$ cat src/rtl/serv_rf_arb_pkg.sv
// serv_rf_arb_pkg: arbiter state encodings and width helpers
// shared by serv_rf_ram_arb and serv_rf_arb_host.
package serv_rf_arb_pkg;

  typedef enum logic [1:0] {
    ST_IDLE = 2'd0,
    ST_CORE = 2'd1,
    ST_HRD  = 2'd2,
    ST_HWR  = 2'd3
  } arb_st_e;

  // RAM beats per 32-bit host register
  function automatic int beats(input int width);
    return 32 / width;
  endfunction

  function automatic int rw_of(input int csr_regs);
    return $clog2(32 + csr_regs);
  endfunction

  function automatic int aw_of(input int depth);
    return $clog2(depth);
  endfunction

  // bits needed to hold the values 0..n
  function automatic int cbits(input int n);
    return (n < 1) ? 1 : $clog2(n + 1);
  endfunction

endpackage

$ cat src/rtl/serv_rf_arb_host.sv
// serv_rf_arb_host: host beat sequencer. Loads the register
// index (and write data) on grant, walks W=32/width RAM beats,
// assembles read data and pulses o_hack on completion.
// Ports: i_grant loads operands, i_act/i_wr give the host state,
// o_addr/o_wdata/o_wen drive the RAM, o_done ends the state,
// o_hack/o_hrdata go to the host.
// Host writes exist only with SERV_RF_ARB_HOST_WR_EN defined.
module serv_rf_arb_host
  import serv_rf_arb_pkg::*;
#(
  parameter int width = 8,
  parameter int rw    = 6,
  parameter int aw    = 8
) (
  input  logic             i_clk,
  input  logic             i_rst,
  input  logic             i_grant,
  input  logic             i_act,
  input  logic             i_wr,
  input  logic [rw-1:0]    i_hreg,
  input  logic [31:0]      i_hwdata,
  input  logic [width-1:0] i_rdata,
  output logic [aw-1:0]    o_addr,
  output logic [width-1:0] o_wdata,
  output logic             o_wen,
  output logic             o_done,
  output logic             o_hack,
  output logic [31:0]      o_hrdata
);

  localparam int W  = beats(width);
  localparam int BW = cbits(W);

  logic [rw-1:0] r_hreg;
  logic [BW-1:0] r_b;
  logic [31:0]   r_rbuf;
  logic [31:0]   w_rnext;
  logic          w_cap;

  always_ff @(posedge i_clk) begin
    if (i_rst) begin
      r_hreg   <= '0;
      r_b      <= '0;
      r_rbuf   <= '0;
      o_hack   <= 1'b0;
      o_hrdata <= '0;
    end else begin
      o_hack <= o_done;
      if (i_grant) begin
        r_hreg <= i_hreg;
        r_b    <= '0;
      end else if (i_act) begin
        r_b <= r_b + BW'(1);
      end
      if (w_cap) r_rbuf <= w_rnext;
      // publish only complete words
      if (o_done && !i_wr) o_hrdata <= w_rnext;
    end
  end

  generate
    if (W == 1) begin : g_a1
      assign o_addr = aw'(r_hreg);
    end else begin : g_an
      localparam int SB = $clog2(W);
      assign o_addr = aw'({r_hreg, r_b[SB-1:0]});
    end
  endgenerate

  // reads need one extra cycle: data of beat b lands at b+1
  always_comb begin
    o_done = 1'b0;
    if (i_act) begin
      o_done = i_wr ? (r_b == BW'(W - 1))
                    : (r_b == BW'(W));
    end
  end

  assign w_cap = i_act && !i_wr && (r_b != '0);

  always_comb begin
    w_rnext = r_rbuf;
    for (int k = 0; k < W; k++) begin
      if (r_b == BW'(k + 1))
        w_rnext[k*width +: width] = i_rdata;
    end
  end

`ifdef SERV_RF_ARB_HOST_WR_EN
  logic [31:0] r_wdata;

  always_ff @(posedge i_clk) begin
    if (i_rst) r_wdata <= '0;
    else if (i_grant) r_wdata <= i_hwdata;
  end

  always_comb begin
    o_wdata = '0;
    for (int k = 0; k < W; k++) begin
      if (r_b == BW'(k))
        o_wdata = r_wdata[k*width +: width];
    end
  end

  assign o_wen = i_act && i_wr;
`else
  logic w_unused;
  assign w_unused = &{1'b0, i_hwdata};
  assign o_wdata  = '0;
  assign o_wen    = 1'b0;
`endif

endmodule

$ cat src/rtl/serv_rf_ram_arb.sv
// serv_rf_ram_arb: shares the RF RAM between the serial core
// interface and a 32-bit host port, round-robin arbitrated.
// Ports: i_rreq/i_wreq -> o_rreq/o_wreq forwarded pulses,
// i_c_* core RAM side, o_* RAM side, i_rdata RAM read data,
// i_hreq/i_hwe/i_hreg/i_hwdata host request, o_hack/o_hrdata.
// Host writes exist only with SERV_RF_ARB_HOST_WR_EN defined.
module serv_rf_ram_arb
  import serv_rf_arb_pkg::*;
#(
  parameter int width    = 8,
  parameter int csr_regs = 4,
  parameter int depth    = 32*(32+csr_regs)/width,
  parameter int core_win = 36,
  localparam int rw = rw_of(csr_regs),
  localparam int aw = aw_of(depth)
) (
  input  logic             i_clk,
  input  logic             i_rst,
  input  logic             i_rreq,
  input  logic             i_wreq,
  output logic             o_rreq,
  output logic             o_wreq,
  input  logic [aw-1:0]    i_c_waddr,
  input  logic [width-1:0] i_c_wdata,
  input  logic             i_c_wen,
  input  logic [aw-1:0]    i_c_raddr,
  output logic [aw-1:0]    o_waddr,
  output logic [width-1:0] o_wdata,
  output logic             o_wen,
  output logic [aw-1:0]    o_raddr,
  input  logic [width-1:0] i_rdata,
  input  logic             i_hreq,
  input  logic             i_hwe,
  input  logic [rw-1:0]    i_hreg,
  input  logic [31:0]      i_hwdata,
  output logic             o_hack,
  output logic [31:0]      o_hrdata
);

  localparam int CW = cbits(core_win - 1);

  arb_st_e r_state;
  arb_st_e w_state_n;

  logic          r_rp;
  logic          r_wp;
  logic          r_last_host;
  logic [CW-1:0] r_cnt;

  logic w_rp;
  logic w_wp;
  logic w_cpend;
  logic w_hpend;
  logic w_hwe;
  logic w_cgrant;
  logic w_hgrant;
  logic w_fwd;
  logic w_host;
  logic w_hwr;

  logic [aw-1:0]    w_h_addr;
  logic [width-1:0] w_h_wdata;
  logic             w_h_wen;
  logic             w_h_done;

`ifdef SERV_RF_ARB_HOST_WR_EN
  assign w_hwe = i_hwe;
`else
  logic w_unused;
  assign w_unused = &{1'b0, i_hwe};
  assign w_hwe    = 1'b0;
`endif

  // a pulse arriving this cycle counts as pending already
  assign w_rp    = r_rp | i_rreq;
  assign w_wp    = r_wp | i_wreq;
  assign w_cpend = w_rp | w_wp;
  // the host still holds i_hreq in its ack cycle
  assign w_hpend = i_hreq & ~o_hack;

  always_ff @(posedge i_clk) begin
    if (i_rst) r_state <= ST_IDLE;
    else r_state <= w_state_n;
  end

  always_comb begin
    w_state_n = r_state;
    w_cgrant  = 1'b0;
    w_hgrant  = 1'b0;
    unique case (r_state)
      ST_IDLE: begin
        if (w_cpend && (!w_hpend || r_last_host)) begin
          w_cgrant  = 1'b1;
          w_state_n = ST_CORE;
        end else if (w_hpend) begin
          w_hgrant  = 1'b1;
          w_state_n = w_hwe ? ST_HWR : ST_HRD;
        end
      end
      ST_CORE: begin
        if (!w_cpend && (r_cnt == '0))
          w_state_n = ST_IDLE;
      end
      ST_HRD, ST_HWR: begin
        if (w_h_done) w_state_n = ST_IDLE;
      end
      default: w_state_n = ST_IDLE;
    endcase
  end

  always_comb begin
    w_host  = (r_state == ST_HRD) || (r_state == ST_HWR);
    w_hwr   = (r_state == ST_HWR);
    w_fwd   = w_cgrant || (r_state == ST_CORE);
    o_waddr = i_c_waddr;
    o_raddr = i_c_raddr;
    o_wdata = i_c_wdata;
    o_wen   = i_c_wen;
    if (w_host) begin
      o_waddr = w_h_addr;
      o_raddr = w_h_addr;
      o_wdata = w_h_wdata;
      o_wen   = w_h_wen;
    end
  end

  always_ff @(posedge i_clk) begin
    if (i_rst) begin
      r_rp        <= 1'b0;
      r_wp        <= 1'b0;
      r_cnt       <= '0;
      r_last_host <= 1'b1;
      o_rreq      <= 1'b0;
      o_wreq      <= 1'b0;
    end else begin
      o_rreq <= w_fwd & w_rp;
      o_wreq <= w_fwd & w_wp;
      r_rp   <= ~w_fwd & w_rp;
      r_wp   <= ~w_fwd & w_wp;
      if (w_fwd && w_cpend) r_cnt <= CW'(core_win - 1);
      else if (r_cnt != '0) r_cnt <= r_cnt - CW'(1);
      if (w_cgrant) r_last_host <= 1'b0;
      else if (w_hgrant) r_last_host <= 1'b1;
    end
  end

  serv_rf_arb_host #(
    .width (width),
    .rw    (rw),
    .aw    (aw)
  ) u_host (
    .i_clk    (i_clk),
    .i_rst    (i_rst),
    .i_grant  (w_hgrant),
    .i_act    (w_host),
    .i_wr     (w_hwr),
    .i_hreg   (i_hreg),
    .i_hwdata (i_hwdata),
    .i_rdata  (i_rdata),
    .o_addr   (w_h_addr),
    .o_wdata  (w_h_wdata),
    .o_wen    (w_h_wen),
    .o_done   (w_h_done),
    .o_hack   (o_hack),
    .o_hrdata (o_hrdata)
  );

endmodule

$ cat config.mk
export PLATFORM = sky130hd
export DESIGN_NAME = serv_rf_ram_arb
export DESIGN_NICKNAME = d
export VERILOG_FILES = /design/src/rtl/serv_rf_arb_pkg.sv /design/src/rtl/serv_rf_arb_host.sv /design/src/rtl/serv_rf_ram_arb.sv
export SDC_FILE = /design/constraint.sdc
export NUM_CORES = 1
export LEC_CHECK = 0
export BUFFER_PORTS_ARGS = -buffer_cell sky130_fd_sc_hd__clkbuf_2
export CAP_MARGIN = 20
export CORE_MARGIN = 5
export CORE_UTILIZATION = 51
export CTS_BUF_LIST = sky130_fd_sc_hd__clkbuf_4 sky130_fd_sc_hd__clkbuf_8
export DETAILED_ROUTE_END_ITERATION = 10
export HOLD_SLACK_MARGIN = 0.02
export PLACE_DENSITY = 0.82
export SKIP_CTS_REPAIR_TIMING = 1
export SYNTH_ARGS = -nofsm -noshare
export SYNTH_HDL_FRONTEND = slang
export SYNTH_HIERARCHICAL = 1
export SYNTH_SLANG_ARGS = --single-unit
$ cat constraint.sdc
create_clock -name i_clk -period 2.5 [get_ports i_clk]
set_input_delay 0.25 -clock i_clk [delete_from_list [all_inputs] [get_ports i_clk]]
set_output_delay 0.25 -clock i_clk [all_outputs]
set_load 0.01 [all_outputs]
==> reports/metrics.yaml, run 1 <==
synth_seq_cells: 79
rsz0062_at_grt: "no"
clkLatencyLatePin_ns: 0.34
power_frac_comb_pct: 17.0
wl_per_cell_um: 12.8
setup_violations: 0
routed.top_layer: "met4"
ys_seq_area_share_pct: 43.2
h-tree-depth: 3
mostFrequentLayoutCell: "clkbuf_2"
dieWidth_um: 94.8
dp_slack_ns: 0.527
hold_class: "in2reg"
yosys.area.top_type_share_pct: 43.2
synth.largest_area_cell: "dfxtp_1"
hold_viol: 0
cts.sinks: 79
drtAntennaViolNets: 0
netlist_area_um2: 3660
min_period_ns: 1.98
critical_path.max_fanout: 14
syn_inst: 407
swShare_pct: 27.1
routed-wl-met2_um: 3900
hpwlAfterDp_um: 5740
tightestPinTransition_ns: 0.646
grt_pass1_wl_um: 12700
stdcell_area_um2: 4380
routed_wl_um: 7750
drt_iter0_drc: 135
synth_cell_types: 40
setup_tns_ns: 0
power_density_nw_per_um2: 625
timing.critical_path.buf_inv: 2
pwr-share-seq_pct: 49.5
drv_cap: 0
cts_root_buf: "clkbuf_8"
end_kind: "flip-flop"
start_util_pct: 51.3
drc_errors: 0
dr_wl_met3_um: 203
io_pins: 137
vias: 2959
io_buffer_count: 103
area_delta_synth_final_pct: 19.6
p_leak_uw: 0.00191
nets: 585
drt-pass1-iter-count: 5
skew_ns: 0.00947
ys_top_cells_by_area: "dfxtp_1 (43%), mux2i_1 (11%), nand2_1 (6.4%), nand2b_1 (5.6%), a21oi_1 (3.3%)"
fmax_mhz: 505
cp.required_ns: 2.77
drt-met1-wl_um: 3550
first_global_vias: 2884
grt_overflow: 0
p_int_uw: 2000
drv_slew: 0
peakVddDrop_mv: 0.266
cts_buffers: 9
startpoint_type: "flip-flop"
cts_buffer_depth: 2
synth_xor_area_share_pct: 1.43
die_h_um: 94.8
power.switching_uw: 741
path_class: "reg2reg"
cpPeakStageDelay_ns: 0.60
fin_crit_sh_pct: 79.2
slowest_stage: "and4b_1"
grt_max_degree: 44
status: "finished, final reports clean"
cts_tree: "done"
drive_gt1_share_pct: 30.1
p_total_uw: 2740
synthAdderAreaFrac_pct: 2.39
path_cells: "inv_1 > ha_1 > and4b_1 > buf_4 > nand2_1 > a21oi_1"
critPathTopFamily: "simple AND/OR/NAND/NOR gates"
core_region_area_um2: 7140
place.gp.congestion: 0.780
layout_common_cells: "clkbuf_2 (103), dfxtp_1 (79), nand2_1 (62)"
dpl-instance-area_um2: 4190
synth_simple_gate_area_share_pct: 19.9
viasPerCell: 4.90
clock_power_share_pct: 33.5
path_clk_slew_ns: 0.08
syn_area_per_cell_um2: 9.00
fin_ws_ns: 0.521
yosysWarnings: 6
arrival_ns: 2.25
grt_usage_pct: 17.7
antenna_found_initial: 0
synth_mux_area_share_pct: 13.7
num_antenna_cells: 0
slew_headroom_pct: 56.4
synth_top_family_by_area: "simple AND/OR/NAND/NOR gates"
rows: 31
dieArea_um2: 8980
synth_compound_area_share_pct: 11.2
path summary, 6_finish.rpt:
check | start | end | slack (ns) | cells past startpoint
hold / removal | i_rdata[1] | u_host/o_hrdata[25] | 0.15 | 3
hold reg to reg | u_host/o_hrdata[9] | u_host/o_hrdata[9] | 0.46 | 2
setup / recovery | u_host/r_b[0] | u_host/o_hrdata[27] | 0.52 | 6
setup reg to reg | u_host/r_b[0] | u_host/o_hrdata[27] | 0.52 | 6
synthesized netlist by cell type (all sizes together):
| cell | count |
|---|---|
| mux2i | 39 |
| nand2 | 64 |
| o31ai | 1 |
| nor2b | 1 |
| or4 | 1 |
| ha | 7 |
| nor3 | 4 |
| nor4b | 3 |
| xnor2 | 4 |
| mux2 | 10 |
| conb | 1 |
| or3b | 1 |
| o21ai | 20 |
| xor2 | 2 |
| and2 | 4 |
| nor4 | 1 |
| buf | 21 |
| a2111oi | 1 |
| and4b | 1 |
| nand3 | 1 |
| a21oi | 26 |
| and3b | 2 |
| o32ai | 1 |
| nand4b | 1 |
| nand2b | 33 |
| o311ai | 1 |
| nor2 | 27 |
| dfxtp | 79 |
| o21a | 2 |
| nand3b | 2 |
| a211oi | 9 |
| clkbuf | 15 |
| inv | 22 |
metrics by stage:
stage	utilization (%)	cells	hold WS, ns
5_1_grt	61.4	604	0.150
3_3_place_gp	58.7	589	0.443
3_5_place_dp	58.7	589	0.446
6_report	61.4	604	0.149
4_1_cts	61.4	604	0.139
2_1_floorplan	-	415	0.353
tightest hold or removal path, delay by kind of cell:
family,cells,cell delay [ns]
and+or+nand+nor,1,0.05
buffers and inverters,1,0.10
AOI/OAI and AO/OA,1,0.05
per-layer routing:
layer | track usage, % | vias up
met5 | 0 | -
met2 | 31.0 | 49
met3 | 2.55 | 10
met4 | 7.09 | 0
li1 | - | 1514
met1 | 21.7 | 1386
cells by family (layout without fill, tap and decap cells):
kind of cell    count (synthesis)  count (layout)
other cells                     1               9
fa+ha+maj                       7               7
compound gates                 61              61
xor+xnor                        6               6
simple gates                  146             146
buf+inv                        58             148
mux                            49              49
flops                          79              79
state kept, by name, summed over array words and instances, names as in the netlist:
name             flops
r_last_host          1
r_state              2
r_rp                 1
u_host/o_hrdata     32
u_host/o_hack        1
r_cnt                6
u_host/r_b           3
u_host/r_hreg        6
r_wp                 1
o_wreq               1
u_host/r_rbuf       24
o_rreq               1
cell type report:
cell class | instances | area [um2]
Tap cell | 99 | 124
Timing Repair Buffer | 111 | 588
Sequential cell | 79 | 1580
Clock inverter | 5 | 58.8
Multi-Input combinational cell | 278 | 1820
Inverter | 22 | 82.6
Fill cell | 657 | 2760
Clock buffer | 10 | 131
power groups by stage:
stage,Combinational (uW),Sequential (uW),Clock [uW]
6_report,465,1350,917
5_1_grt,521,1360,982
4_1_cts,469,1350,937
3_5_place_dp,463,1380,0
3_3_place_gp,447,1380,0
2_1_floorplan,339,1380,0
No activity file was read; power rests on OpenSTA's default activity.
==> run 2: changes to the inputs <==
--- a/config.mk
+++ b/config.mk
@@ -5,10 +5,11 @@
 export SDC_FILE = /design/constraint.sdc
 export NUM_CORES = 1
 export LEC_CHECK = 0
+export ABC_AREA = 1
 export BUFFER_PORTS_ARGS = -buffer_cell sky130_fd_sc_hd__clkbuf_2
 export CAP_MARGIN = 20
 export CORE_MARGIN = 5
-export CORE_UTILIZATION = 51
+export CORE_UTILIZATION = 53
 export CTS_BUF_LIST = sky130_fd_sc_hd__clkbuf_4 sky130_fd_sc_hd__clkbuf_8
 export DETAILED_ROUTE_END_ITERATION = 10
 export HOLD_SLACK_MARGIN = 0.02
==> constraint.sdc (replaced) <==
create_clock -name i_clk -period 1.9 [get_ports i_clk]
set_input_delay 0.19 -clock i_clk [delete_from_list [all_inputs] [get_ports i_clk]]
set_output_delay 0.19 -clock i_clk [all_outputs]
set_load 0.01 [all_outputs]
==> run 2 against run 1 <==
Effect of this change:
- via count up 50%
- first-iteration DRC count up 99%
- sequential share of layout area down 2.7 points
- setup slack worse by 0.36 ns
- synthesized cell count up 82%
- utilization up 2.1 points
- cell count up 56%
- clock skew up 0.0022 ns
- total power up 79%
==> reports/metrics.yaml, run 2 <==
critPathLaunch: "r_state[1]"
rows: 33
fmax_mhz: 573
ys.flop_type: "dfxtp_1"
setup_violations: 0
fillers: 776
area_delta_synth_final_pct: 16.5
dieArea_um2: 10400
drv_slew: 0
cp-endpoint: "o_wdata[1]"
wl_per_cell_um: 11.0
power_density_nw_per_um2: 938
yosys.area.top_type_share_pct: 38.9
skew_ns: 0.0116
grt_pass1_wl_um: 17300
startpoint_type: "flip-flop"
start_util_pct: 54.5
nets: 918
routed_wl_um: 10300
grt_usage_pct: 20.4
die_h_um: 102
cts_buffer_depth: 2
hpwlAfterDp_um: 7670
viasPerCell: 4.71
grt_overflow: 0
hold_viol: 0
r2r_start: "u_host/r_b[0]"
min_period_ns: 1.74
cts.sinks: 87
async_reset_ff_share_pct: 0
synth_most_common_cell: "nand2_1"
yosysWarnings: 6
synth_seq_cells: 87
fin_crit_sh_pct: 91.8
drt_iter0_drc: 268
place.gp.congestion: 0.799
dieWidth_um: 102
p_leak_uw: 0.00306
rr_endpoint: "u_host/o_hrdata[21]"
core_region_area_um2: 8220
synthTopCellsByCount: "nand2_1 (290), nor2_1 (151), dfxtp_1 (87)"
synth_cell_types: 29
drtAntennaViolNets: 0
arrival_ns: 1.55
worst_r2r_path_depth: 9
antenna_found_initial: 0
final_cells: 944
cp.required_ns: 1.71
syn_inst: 741
mostFrequentLayoutCell: "nand2_1"
drt-pass1-iter-count: 5
netlist_area_um2: 4480
top_regs: "u_host/o_hrdata x32, u_host/r_rbuf x32"
ys_seq_area_share_pct: 38.9
fin_util_pct: 63.5
rsz0062_at_grt: "no"
h-tree-depth: 3
status: "finished, final reports clean"
io_buffer_count: 103
drive_gt1_share_pct: 18.6
drc_errors: 0
setup_tns_ns: 0
ys_top_cells_by_area: "dfxtp_1 (39%), nand2_1 (24%), nor2_1 (13%), inv_1 (6.8%), nand3_1 (3.4%)"
critical_path.max_fanout: 26
clkLatencyLatePin_ns: 0.37
path_clk_slew_ns: 0.09
cts_buffers: 9
cts_root_buf: "clkbuf_8"
io_pins: 137
placed_cells: 928
path_class: "reg2out"
peakVddDrop_mv: 0.414
synth_edf_count: 0
first_global_vias: 4134
num_antenna_cells: 0
layout_common_cells: "nand2_1 (290), nor2_1 (151), clkbuf_2 (103)"
synth.largest_area_cell: "dfxtp_1"
syn_area_per_cell_um2: 6.04
r2r_setup_slack_ns: 0.25
cts_tree: "done"
grt_max_degree: 49
p_total_uw: 4890
vias: 4447
drv_cap: 0
hold_class: "in2reg"
end_kind: "output pin"
## run 2: cell types whose count changed in the layout (fill, tap and decap cells not counted), moves of 8 or more
cell      change
a21oi_1      -18
inv_2         +8
a211oi_2      -8
nand3_1      +29
nor2_1      +124
inv_1        +59
nand2b_1     -33
o21ai_0      -14
mux2i_1      -39
nand2_1     +228
mux2_2       -10
## run 2: cell families after synthesis
logic type               Yosys count  share of synthesized area, %
XOR/XNOR                           3                         0.587
AND/OR/NAND/NOR                  491                          43.3
flip-flops                        87                          38.9
other                              1                        0.0837
AO/OA/AOI/OAI                     20                          2.63
adder cells (fa/ha/maj)            7                          1.96
buffers and inverters            132                          12.6
## run 2: cell type report
cell class                      instances  area (um2)  area share, %
Multi-Input combinational cell        530        2200           42.2
Sequential cell                        87        1740           33.4
Clock inverter                          7        48.8          0.935
Clock buffer                            9         124           2.37
Inverter                               89         334           6.40
Tap cell                              105         131           2.52
Timing Repair Buffer                  117         633           12.1
## run 2: stage by stage
step	worst slack, ns	hold slack [ns]	area (um2)
after floorplan	0.0465	0.259	4510
after global routing	0.0109	0.0521	5220
after global placement	0.314	0.414	5040
after CTS	0.0413	0.0415	5220
final	0.156	0.0462	5220
after detailed placement	0.204	0.419	5040
## run 2: power by group
part,internal [uW],switching [uW]
Combinational,584,979
Sequential,2030,143
Clock,476,682
## run 2: worst max-delay path: stages (launching register included)
cell and delay [ns]:
dfxtp_2 0.39, buf_4 0.19, inv_2 0.28, nand2_1 0.11
nand2_1 0.08, clkbuf_2 0.12
## run 2: worst min-delay path by stage
stage	from	to	cells past startpoint
2_1_floorplan	i_rst	u_host/o_hack	1
3_3_place_gp	i_hreg[3]	u_host/r_hreg[3]	3
3_5_place_dp	i_hreg[5]	u_host/r_hreg[5]	3
4_1_cts	i_hreg[5]	u_host/r_hreg[5]	3
5_1_grt	i_hreg[0]	u_host/r_hreg[0]	3
6_report	i_hreg[4]	u_host/r_hreg[4]	3
## run 2: layer usage
| metal | vias up | GRT usage (%) | wire [um] |
|---|---|---|---|
| li1 | 2346 | - | - |
| met1 | 1921 | 23.7 | 4250 |
| met2 | 159 | 36.7 | 4860 |
| met3 | 21 | 4.10 | 1020 |
| met4 | 0 | 8.48 | 217 |
| met5 | - | 0 | 0 |
==> run 3: changes to the inputs <==
--- a/config.mk
+++ b/config.mk
@@ -5,15 +5,14 @@
 export SDC_FILE = /design/constraint.sdc
 export NUM_CORES = 1
 export LEC_CHECK = 0
-export ABC_AREA = 1
 export BUFFER_PORTS_ARGS = -buffer_cell sky130_fd_sc_hd__clkbuf_2
 export CAP_MARGIN = 20
 export CORE_MARGIN = 5
-export CORE_UTILIZATION = 53
+export CORE_UTILIZATION = 46
 export CTS_BUF_LIST = sky130_fd_sc_hd__clkbuf_4 sky130_fd_sc_hd__clkbuf_8
 export DETAILED_ROUTE_END_ITERATION = 10
 export HOLD_SLACK_MARGIN = 0.02
-export PLACE_DENSITY = 0.82
+export PLACE_DENSITY = 0.78
 export SKIP_CTS_REPAIR_TIMING = 1
 export SYNTH_ARGS = -nofsm -noshare
 export SYNTH_HDL_FRONTEND = slang
==> constraint.sdc (replaced) <==
create_clock -name i_clk -period 1.6 [get_ports i_clk]
set_input_delay 0.16 -clock i_clk [delete_from_list [all_inputs] [get_ports i_clk]]
set_output_delay 0.16 -clock i_clk [all_outputs]
set_load 0.01 [all_outputs]
==> run 3 against run 2 <==
Effect of this change:
- global-route usage fell by 4.2 points
- sequential cell count fell by 8
- cell count fell by 34%
- largest cell class unchanged
- via count fell by 32%
- first-iteration DRC count fell by 49%
- setup slack got worse by 0.091 ns
- combinational power fell by 47%
- critical path depth rose by 3
- hold slack improved by 0.0012 ns
- critical path type is now reg2reg
- die area fell by 5.2%
- clock power rose by 29%
==> reports/metrics.yaml, run 3 (synthesis results as in run 1) <==
status: "finished, final reports clean"
vias: 3005
peakVddDrop_mv: 0.446
met2_usage_pct: 28.8
worst_r2r_path_depth: 8
critPathLaunch: "u_host/r_b[0]"
cts_buffer_depth: 2
path_clk_slew_ns: 0.08
critPathTopFamily: "simple AND/OR/NAND/NOR gates"
top_regs: "u_host/o_hrdata x32, u_host/r_rbuf x24"
place.gp.congestion: 0.761
grt_usage_pct: 16.2
arrival_ns: 1.78
cts.sinks: 79
drt-pass1-iter-count: 4
min_period_ns: 1.54
path_cells: "ha_1 > ha_2 > nand2_1 > o21ai_1 > and2_1 > nor2b_2 > and2_1 > o21a_1"
grt_max_degree: 78
routed_wl_um: 8220
cpPeakStageDelay_ns: 0.37
startpoint_type: "flip-flop"
area_delta_synth_final_pct: 26.0
drtAntennaViolNets: 0
die_h_um: 99.3
slowest_stage: "dfxtp_4"
hold_class: "in2reg"
grt_util_met3_pct: 3.51
cp.required_ns: 1.85
fmax_mhz: 651
cp-endpoint: "r_state[0]"
placed_cells: 599
fin_util_pct: 59.7
stdcell_area_um2: 4620
dieWidth_um: 99.3
tightestPinTransition_ns: 0.573
p_leak_uw: 0.00204
first_global_vias: 2915
io_pins: 137
fillers: 679
skew_ns: 0.0118
top_register: "u_host/o_hrdata"
slew_headroom_pct: 61.3
drt_iter0_drc: 136
dieArea_um2: 9850
hold_viol: 0
nets: 596
end_kind: "flip-flop"
cts_buffers: 9
setup_tns_ns: 0
drv_cap: 0
viasPerCell: 4.85
drive_gt1_share_pct: 33.7
cp_common_cell: "and2_1"
clkLatencyLatePin_ns: 0.35
num_antenna_cells: 0
mostFrequentLayoutCell: "clkbuf_2"
power_density_nw_per_um2: 961
fin_crit_sh_pct: 95.9
antenna_found_initial: 0
hpwlAfterDp_um: 5910
r2r_start: "u_host/r_b[0]"
rr_endpoint: "r_state[0]"
cp.depth: 8
layout_common_cells: "clkbuf_2 (101), dfxtp_1 (76), nand2_1 (61)"
path_class: "reg2reg"
timing.critical_path.buf_inv: 0
critical_path.max_fanout: 4
setup_violations: 0
dpl-instance-area_um2: 4270
grt_overflow: 0
gr-usage-met1_pct: 18.5
io_buffer_count: 103
core_region_area_um2: 7730
grt-busiest-layer: "met2"
h-tree-depth: 3
r2r_setup_slack_ns: 0.06
start_util_pct: 47.4
grt_pass1_wl_um: 13100
drc_errors: 0
drv_slew: 0
final_cells: 619
rows: 32
cts_root_buf: "clkbuf_8"
wl_per_cell_um: 13.3
largest_register_ffs: 32
cts_tree: "done"
[run 3: power by group]
| part | internal, uW | total, uW | switching (uW) |
|---|---|---|---|
| clock network | 737 | 1500 | 765 |
| registers | 2050 | 2110 | 58.3 |
| logic | 403 | 827 | 424 |
| total | 3190 | 4440 | 1250 |
[run 3: routing by layer]
| layer | wire [um] | vias up |
|---|---|---|
| li1 | - | 1534 |
| met4 | 165 | 0 |
| met1 | 3440 | 1410 |
| met3 | 317 | 12 |
| met2 | 4300 | 49 |
| met5 | 0 | - |
[run 3: tightest hold or removal path: stages]
cell      delay [ns]
clkbuf_2        0.07
mux2i_1         0.05
nor2_1          0.07
[run 3: through the flow]
stage	total power [uW]	setup WS (ns)	hold slack [ns]
after CTS	4440	-0.204	0.0342
after global routing	4660	-0.0224	0.0592
after floorplan	2690	0.00721	0.263
final	4440	0.0650	0.0474
after detailed placement	2930	-0.0423	0.414
after global placement	2890	0.0392	0.397
[run 3: final cells by class]
type / instances / area, um2 / area share (%)
Multi-Input combinational cell: 278 / 1860 / 40.3
Sequential cell: 79 / 1590 / 34.4
Inverter: 22 / 82.6 / 1.79
Clock buffer: 9 / 124 / 2.68
Tap cell: 102 / 128 / 2.76
Clock inverter: 7 / 77.6 / 1.68
Timing Repair Buffer: 122 / 754 / 16.3
[run 3: worst min path at each step]
stage	start	to	slack, ns	cells past startpoint
after floorplan	i_rst	r_cnt[5]	0.26	1
after global placement	i_hreg[5]	u_host/r_hreg[5]	0.40	3
after detailed placement	i_hreg[1]	u_host/r_hreg[1]	0.41	3
after CTS	i_hreg[3]	u_host/r_hreg[3]	0.03	3
after global routing	i_hreg[5]	u_host/r_hreg[5]	0.06	3
final	i_hreg[3]	u_host/r_hreg[3]	0.05	3
